### config.mk
export PLATFORM = sky130hd
export DESIGN_NAME = display_arbiter
export DESIGN_NICKNAME = d
export VERILOG_FILES = /design/src/rtl/display_arbiter.sv
export SDC_FILE = /design/constraint.sdc
export NUM_CORES = 1
export LEC_CHECK = 0
export BUFFER_PORTS_ARGS = -buffer_cell sky130_fd_sc_hd__buf_4
export CORE_MARGIN = 3
export CORE_UTILIZATION = 52
export CTS_BUF_LIST = sky130_fd_sc_hd__clkbuf_4
export CTS_CLUSTER_DIAMETER = 120
export CTS_CLUSTER_SIZE = 14
export DETAILED_ROUTE_END_ITERATION = 10
export GPL_TIMING_DRIVEN = 1
export PLACE_DENSITY_LB_ADDON = 0.15
export SYNTH_ARGS = -nofsm -noshare
export SYNTH_HDL_FRONTEND = slang
export SYNTH_SLANG_ARGS = --single-unit
### constraint.sdc
create_clock -name clock -period 2.63 [get_ports clock]
set_input_delay 0.3945 -clock clock [delete_from_list [all_inputs] [get_ports clock]]
set_output_delay 0.3945 -clock clock [all_outputs]
set_load 0.02 [all_outputs]
### src/rtl/display_arbiter.sv
// display_arbiter
//   Shares one seven-segment display between NUM_CLIENTS requesters.
//   Arbitration is round-robin, starting from the client after the last
//   grant. A new owner keeps the display for at least MIN_HOLD cycles.
//   While the owner keeps its request high, data/pointEnable follow the
//   owner's inputs with one cycle of latency. After the owner drops its
//   request, they hold their last values.
//
//   Build option: DISPLAY_ARBITER_PREEMPT_EN
//     When this macro is defined, an owner that has held the grant for
//     TIMEOUT_CYCLES loses it to the next round-robin requester.
//     Without the macro, TIMEOUT_CYCLES is ignored and no timeout
//     counter is built.
//
// Ports
//   clock        in   rising-edge clock
//   reset        in   synchronous, active-high
//   request      in   [NUM_CLIENTS]             per-client level request
//   clientData   in   [NUM_CLIENTS*NUM_DIGITS*4] nibbles, client i at i*NUM_DIGITS*4
//   clientPoint  in   [NUM_CLIENTS*NUM_DIGITS]   decimal points, client i at i*NUM_DIGITS
//   grant        out  [NUM_CLIENTS]             one-hot owner, or zero
//   data         out  [NUM_DIGITS*4]            nibbles to the display controller
//   pointEnable  out  [NUM_DIGITS]              decimal points to the display controller
//   displayValid out                            high while the display has an owner
//
// States
//   IDLE | no owner, outputs blank
//   OWN  | grant held, dwell < MIN_HOLD; the owner cannot be released yet
//   FREE | grant held, dwell >= MIN_HOLD; released when the owner drops its request

module display_arbiter #(
    parameter int NUM_CLIENTS    = 4,
    parameter int NUM_DIGITS     = 8,
    parameter int MIN_HOLD       = 1024,
    parameter int TIMEOUT_CYCLES = 65536
) (
    input  logic                              clock,
    input  logic                              reset,
    input  logic [NUM_CLIENTS-1:0]            request,
    input  logic [NUM_CLIENTS*NUM_DIGITS*4-1:0] clientData,
    input  logic [NUM_CLIENTS*NUM_DIGITS-1:0] clientPoint,
    output logic [NUM_CLIENTS-1:0]            grant,
    output logic [NUM_DIGITS*4-1:0]           data,
    output logic [NUM_DIGITS-1:0]             pointEnable,
    output logic                              displayValid
);

    localparam int MAXCNT = (MIN_HOLD > TIMEOUT_CYCLES) ? MIN_HOLD : TIMEOUT_CYCLES;
    localparam int CW     = $clog2(MAXCNT + 1);
    localparam int IW     = (NUM_CLIENTS > 1) ? $clog2(NUM_CLIENTS) : 1;
    localparam int DW     = NUM_DIGITS * 4;

    typedef enum logic [1:0] {IDLE, OWN, FREE} state_t;

    state_t                   state, stateNext;
    logic [CW-1:0]            dwell, dwellNext;
    logic [IW-1:0]            lastGrant, lastGrantNext;
    logic [IW-1:0]            owner, ownerNext;
    logic [NUM_CLIENTS-1:0]   grantNext;
    logic [DW-1:0]            dataNext;
    logic [NUM_DIGITS-1:0]    pointNext;
    logic                     validNext;

    logic [NUM_CLIENTS-1:0]   candidates;
    logic                     winnerFound;
    logic [IW-1:0]            winner;
    logic                     ownerReq;
    logic                     takeGrant;
    logic                     goIdle;

`ifdef DISPLAY_ARBITER_PREEMPT_EN
    logic [CW-1:0]            held, heldNext;
`endif

    // The current owner is masked out, so the scan can only pick another
    // client. In IDLE grant is zero and every requester is a candidate.
    assign candidates = request & ~grant;
    assign ownerReq   = request[owner];

    // Round-robin scan from lastGrant+1, wrapping modulo NUM_CLIENTS.
    always_comb begin
        winnerFound = 1'b0;
        winner      = lastGrant;
        for (int k = 1; k <= NUM_CLIENTS; k++) begin
            if (!winnerFound && candidates[(int'(lastGrant) + k) % NUM_CLIENTS]) begin
                winnerFound = 1'b1;
                winner      = IW'((int'(lastGrant) + k) % NUM_CLIENTS);
            end
        end
    end

    always_comb begin
        stateNext     = state;
        dwellNext     = dwell;
        lastGrantNext = lastGrant;
        ownerNext     = owner;
        grantNext     = grant;
        dataNext      = data;
        pointNext     = pointEnable;
        validNext     = displayValid;
        takeGrant     = 1'b0;
        goIdle        = 1'b0;
`ifdef DISPLAY_ARBITER_PREEMPT_EN
        heldNext      = held;
`endif

        case (state)
            IDLE: begin
                if (winnerFound) takeGrant = 1'b1;
                else             goIdle    = 1'b1;
            end
            OWN, FREE: begin
                if (state == FREE && !ownerReq) begin
                    // A requester that is high in this same cycle can win.
                    // This gives a handover with no gap cycle.
                    if (winnerFound) takeGrant = 1'b1;
                    else             goIdle    = 1'b1;
                end
`ifdef DISPLAY_ARBITER_PREEMPT_EN
                else if (held >= CW'(TIMEOUT_CYCLES) && winnerFound) begin
                    takeGrant = 1'b1;
                end
`endif
                else begin
                    if (ownerReq) begin
                        dataNext  = clientData[int'(owner)*DW +: DW];
                        pointNext = clientPoint[int'(owner)*NUM_DIGITS +: NUM_DIGITS];
                    end
                    if (state == OWN) begin
                        dwellNext = dwell + CW'(1);
                        if (dwell + CW'(1) >= CW'(MIN_HOLD)) stateNext = FREE;
                    end
`ifdef DISPLAY_ARBITER_PREEMPT_EN
                    if (held < CW'(TIMEOUT_CYCLES)) heldNext = held + CW'(1);
`endif
                end
            end
            default: goIdle = 1'b1;
        endcase

        if (takeGrant) begin
            // With MIN_HOLD=1, dwell=1 already meets the hold time.
            stateNext     = (MIN_HOLD <= 1) ? FREE : OWN;
            dwellNext     = CW'(1);
            ownerNext     = winner;
            lastGrantNext = winner;
            grantNext     = NUM_CLIENTS'(1) << winner;
            dataNext      = clientData[int'(winner)*DW +: DW];
            pointNext     = clientPoint[int'(winner)*NUM_DIGITS +: NUM_DIGITS];
            validNext     = 1'b1;
`ifdef DISPLAY_ARBITER_PREEMPT_EN
            heldNext      = CW'(1);
`endif
        end else if (goIdle) begin
            stateNext = IDLE;
            dwellNext = '0;
            grantNext = '0;
            dataNext  = '0;
            pointNext = '0;
            validNext = 1'b0;
`ifdef DISPLAY_ARBITER_PREEMPT_EN
            heldNext  = '0;
`endif
        end
    end

    always_ff @(posedge clock) begin
        if (reset) begin
            state        <= IDLE;
            dwell        <= '0;
            lastGrant    <= IW'(NUM_CLIENTS - 1);
            owner        <= '0;
            grant        <= '0;
            data         <= '0;
            pointEnable  <= '0;
            displayValid <= 1'b0;
`ifdef DISPLAY_ARBITER_PREEMPT_EN
            held         <= '0;
`endif
        end else begin
            state        <= stateNext;
            dwell        <= dwellNext;
            lastGrant    <= lastGrantNext;
            owner        <= ownerNext;
            grant        <= grantNext;
            data         <= dataNext;
            pointEnable  <= pointNext;
            displayValid <= validNext;
`ifdef DISPLAY_ARBITER_PREEMPT_EN
            held         <= heldNext;
`endif
        end
    end

endmodule

==> run_summary.xml <==
<?xml version="1.0" encoding="UTF-8"?>
<metrics>
  <group name="cells_and_area">
    <metric name="num-fill-cells" unit="">878</metric>
    <metric name="multi_input_comb_area" unit="µm²">4198</metric>
    <metric name="diodes_inserted" unit="">0</metric>
    <metric name="flow.area_growth_from_synthesis" unit="%">31.49</metric>
    <metric name="layout-drive-gt1-share" unit="%">57.66</metric>
    <metric name="ff_latch_area" unit="µm²">1364</metric>
    <metric name="finalNetCount" unit="">944</metric>
  </group>
  <group name="synthesis">
    <metric name="yosysSeqAreaShare" unit="%">23.15</metric>
    <metric name="mappedNetlistArea" unit="µm²">5881</metric>
    <metric name="synth_top_cell_area_share" unit="%">23.15</metric>
    <metric name="avgSynthCellArea" unit="µm²">10.00</metric>
    <metric name="synth_edf_count" unit="">0</metric>
    <metric name="synth_ff_type" unit="">sky130_fd_sc_hd__dfxtp_1</metric>
    <metric name="synthDominantAreaCellType" unit="">sky130_fd_sc_hd__dfxtp_1</metric>
    <metric name="synth.net_count" unit="">760</metric>
    <metric name="yosys-top-cells-count" unit="">sky130_fd_sc_hd__nor2_1, sky130_fd_sc_hd__mux2_2, sky130_fd_sc_hd__dfxtp_1, sky130_fd_sc_hd__a21oi_1, sky130_fd_sc_hd__mux4_2</metric>
    <metric name="yosysMostFrequentCell" unit="">sky130_fd_sc_hd__nor2_1</metric>
    <metric name="synth_async_sr_flop_share" unit="%">0</metric>
    <metric name="yosys_warnings" unit="">0</metric>
    <metric name="syn-instance-count" unit="">588</metric>
    <metric name="synth_area_leaders" unit="">sky130_fd_sc_hd__dfxtp_1, sky130_fd_sc_hd__mux4_2, sky130_fd_sc_hd__mux2_2, sky130_fd_sc_hd__a221oi_2, sky130_fd_sc_hd__nor2_1</metric>
    <metric name="netlist-cell-type-count" unit="">50</metric>
    <metric name="synthesized_flop_and_latch_total" unit="">68</metric>
  </group>
  <group name="setup_path">
    <metric name="cp.arrival" unit="ns">2.79</metric>
    <metric name="timing.critical_path.cells" unit="">mux4_2, buf_4, nor2_1, or3_1, or4_1, o21ai_0</metric>
    <metric name="critical_path.max_fanout" unit="">44</metric>
    <metric name="cp_slowest_stage_delay" unit="ns">0.51</metric>
    <metric name="slowest_stage_cell_cp" unit="">sky130_fd_sc_hd__or4_1</metric>
    <metric name="timing.critical_path.required" unit="ns">2.98</metric>
    <metric name="end_kind" unit="">flop</metric>
    <metric name="critPathLaunchType" unit="">flop</metric>
    <metric name="criticalPathCategory" unit="">flop to flop</metric>
  </group>
  <group name="timing">
    <metric name="slew_viol_final" unit="">0</metric>
    <metric name="slew_headroom" unit="%">45.76</metric>
    <metric name="final-setup-viol-count" unit="">0</metric>
    <metric name="setup-tns-final" unit="ns">0</metric>
    <metric name="final.setup_skew" unit="ns">0.01197</metric>
    <metric name="crit_path_time_final" unit="ns">2.443</metric>
    <metric name="worstMarginPinSlew" unit="ns">0.8136</metric>
    <metric name="fmax" unit="MHz">409.4</metric>
    <metric name="final.period_utilization" unit="%">92.88</metric>
    <metric name="rsz0062_at_grt" unit="">false</metric>
    <metric name="hold_violations" unit="">0</metric>
  </group>
  <group name="die">
    <metric name="dieArea" unit="µm²">12620</metric>
    <metric name="die_x" unit="µm">112.3</metric>
    <metric name="starting_utilization_of_the_core_area" unit="%">53.78</metric>
    <metric name="placeableCoreArea" unit="µm²">10940</metric>
    <metric name="floorplan.die.height" unit="µm">112.3</metric>
    <metric name="floorplan.io_pins" unit="">211</metric>
    <metric name="placement_rows" unit="">38</metric>
  </group>
  <group name="detailed_routing">
    <metric name="drtIter0Drc" unit="">353</metric>
    <metric name="finalWirelength" unit="mm">18.00</metric>
    <metric name="remaining_drc_errors" unit="">0</metric>
    <metric name="drt-wirelength-per-cell" unit="µm">19.63</metric>
    <metric name="vias_post_dr" unit="">5653</metric>
    <metric name="dr.pass1.iters" unit="">5</metric>
    <metric name="post_drt_via_cell_ratio" unit="">6.165</metric>
    <metric name="ant_nets" unit="">0</metric>
  </group>
  <group name="pwr">
    <metric name="power_report.internal_total" unit="mW">3.592</metric>
    <metric name="netSwitchingFraction" unit="%">42.02</metric>
    <metric name="combinationalPowerShare" unit="%">62.6</metric>
    <metric name="switch_pwr" unit="mW">2.603</metric>
    <metric name="max-vdd-ir-drop" unit="mV">0.7182</metric>
    <metric name="power_leakage" unit="nW">3.153</metric>
    <metric name="power_density" unit="nW/µm²">801.2</metric>
    <metric name="p_clk_share" unit="%">14.4</metric>
    <metric name="sequential_share_of_power" unit="%">23.0</metric>
    <metric name="p_total" unit="mW">6.195</metric>
  </group>
  <group name="cts">
    <metric name="post_cts_resize_count" unit="">0</metric>
    <metric name="tritoncts" unit="">built</metric>
    <metric name="h-tree-depth" unit="">3</metric>
    <metric name="cts-root-buf" unit="">sky130_fd_sc_hd__clkbuf_4</metric>
    <metric name="number_of_hold_repair_buffers_added_at_the_cts_stage" unit="">0</metric>
    <metric name="cts_setup_buffers" unit="">0</metric>
    <metric name="worst_skew_pair.late_latency" unit="ns">0.43</metric>
    <metric name="cts_inserted_buffers" unit="">9</metric>
    <metric name="clock_sink_count" unit="">68</metric>
    <metric name="clk_pin_slew_worst_paths" unit="ns">0.13</metric>
    <metric name="buffer_levels_on_the_longest_clock_path" unit="">2</metric>
  </group>
  <group name="global_routing">
    <metric name="grt_pass1_wl" unit="mm">29.04</metric>
    <metric name="gr-total-overflow" unit="">0</metric>
    <metric name="first_global_vias" unit="">5825</metric>
    <metric name="met2_usage" unit="%">48.27</metric>
    <metric name="grt_max_degree" unit="">52</metric>
    <metric name="antenna_found_initial" unit="">0</metric>
    <metric name="grt_use_total" unit="%">27.93</metric>
    <metric name="layer_with_the_highest_usage_after_global_routing" unit="">met2</metric>
    <metric name="grtUsageMet3" unit="%">5.930</metric>
    <metric name="grt_use_met1" unit="%">34.76</metric>
  </group>
  <group name="placement">
    <metric name="dp.final_hpwl" unit="mm">12.68</metric>
    <metric name="io_buffers" unit="">210</metric>
    <metric name="global_placement_routability_congestion" unit="">0.8565</metric>
  </group>
  <group name="outcome">
    <metric name="status" unit="">finished, final reports clean</metric>
  </group>
  <group name="run">
    <metric name="drv_cap" unit="">0</metric>
  </group>
  <group name="hold_path">
    <metric name="hold_class" unit="">primary input to flop</metric>
  </group>
</metrics>
==> worst max-delay path, delay by kind of cell, from the launching register on <==
family          cells  cell delay (ns)
mux                 1             0.37
buf+inv             1             0.48
compound gates      1             0.08
simple gates        3             1.06
flops               1             0.37
==> kinds of logic (layout without fill, tap and decap cells) <==
logic type / count (synthesis) / count (layout) / synth area share, %
compound gates: 117 / 117 / 17.66
xor+xnor: 13 / 13 / 1.936
fa+ha+maj: 6 / 6 / 1.277
buf+inv: 60 / 249 / 5.723
flops: 68 / 68 / 23.15
mux: 123 / 123 / 31.36
simple gates: 201 / 201 / 18.89
==> registers in the layout, indices dropped and copies added, names as in the netlist <==
register / flops
state: 2
grant: 4
dwell: 17
data: 32
displayValid: 1
pointEnable: 8
owner: 2
lastGrant: 2
==> layout make-up <==
class,instances,share of cell area [%]
Inverter,4,0.1942
Timing Repair Buffer,229,23.25
Clock buffer,9,0.8738
Sequential cell,68,17.64
Clock inverter,7,1.489
Multi-Input combinational cell,460,54.29
Tap cell,140,2.265
==> final timing paths <==
check,endpoint,from,depth (start not counted),slack (ns)
max,state[0],owner[0],6,0.19
min reg2reg,data[2],data[2],2,0.51
max reg2reg,state[0],owner[0],6,0.19
min,state[0],reset,4,0.39
==> routing by layer <==
metal,share of wire (%),vias to the layer above
met5,0,-
met4,1.9,0
met3,6.3,33
met2,52,228
met1,40,2780
li1,-,2612
==> power by group through the flow <==
stage / combinational, mW / clock (mW) / sequential [mW]
after floorplan: 2.61 / 0 / 1.65
after global placement: 3.78 / 0 / 1.44
after detailed placement: 3.85 / 0 / 1.45
after CTS: 3.87 / 0.909 / 1.43
after global routing: 4.16 / 0.956 / 1.45
final: 3.88 / 0.892 / 1.43
==> layout by cell type, fill, tap and decap left out, types with 9 or more instances in the layout <==
| cell type | synthesis | final |
|---|---|---|
| sky130_fd_sc_hd__clkbuf_4 | 0 | 9 |
| sky130_fd_sc_hd__nor3_2 | 38 | 38 |
| sky130_fd_sc_hd__mux2_2 | 80 | 80 |
| sky130_fd_sc_hd__nor2_1 | 108 | 108 |
| sky130_fd_sc_hd__a21oi_1 | 47 | 47 |
| sky130_fd_sc_hd__xor2_1 | 12 | 12 |
| sky130_fd_sc_hd__dfxtp_1 | 68 | 66 |
| sky130_fd_sc_hd__buf_4 | 1 | 222 |
| sky130_fd_sc_hd__a221oi_2 | 38 | 38 |
| sky130_fd_sc_hd__nand2_1 | 11 | 11 |
| sky130_fd_sc_hd__mux4_2 | 41 | 41 |
==> metrics by stage <==
stage | setup slack [ns] | util (%) | hold WS (ns) | std cells | area (µm²)
6_report | 0.1872 | 70.71 | 0.3943 | 917 | 7732
5_1_grt | 0.07713 | 70.71 | 0.3934 | 917 | 7732
4_1_cts | 0.1281 | 70.66 | 0.3626 | 917 | 7727
3_5_place_dp | 0.1193 | 68.99 | 0.4865 | 901 | 7545
3_3_place_gp | 0.1844 | 68.99 | 0.4800 | 901 | 7545
2_1_floorplan | 0.1817 | - | 0.4580 | 588 | 5881
(Power assumes the default switching activity.)
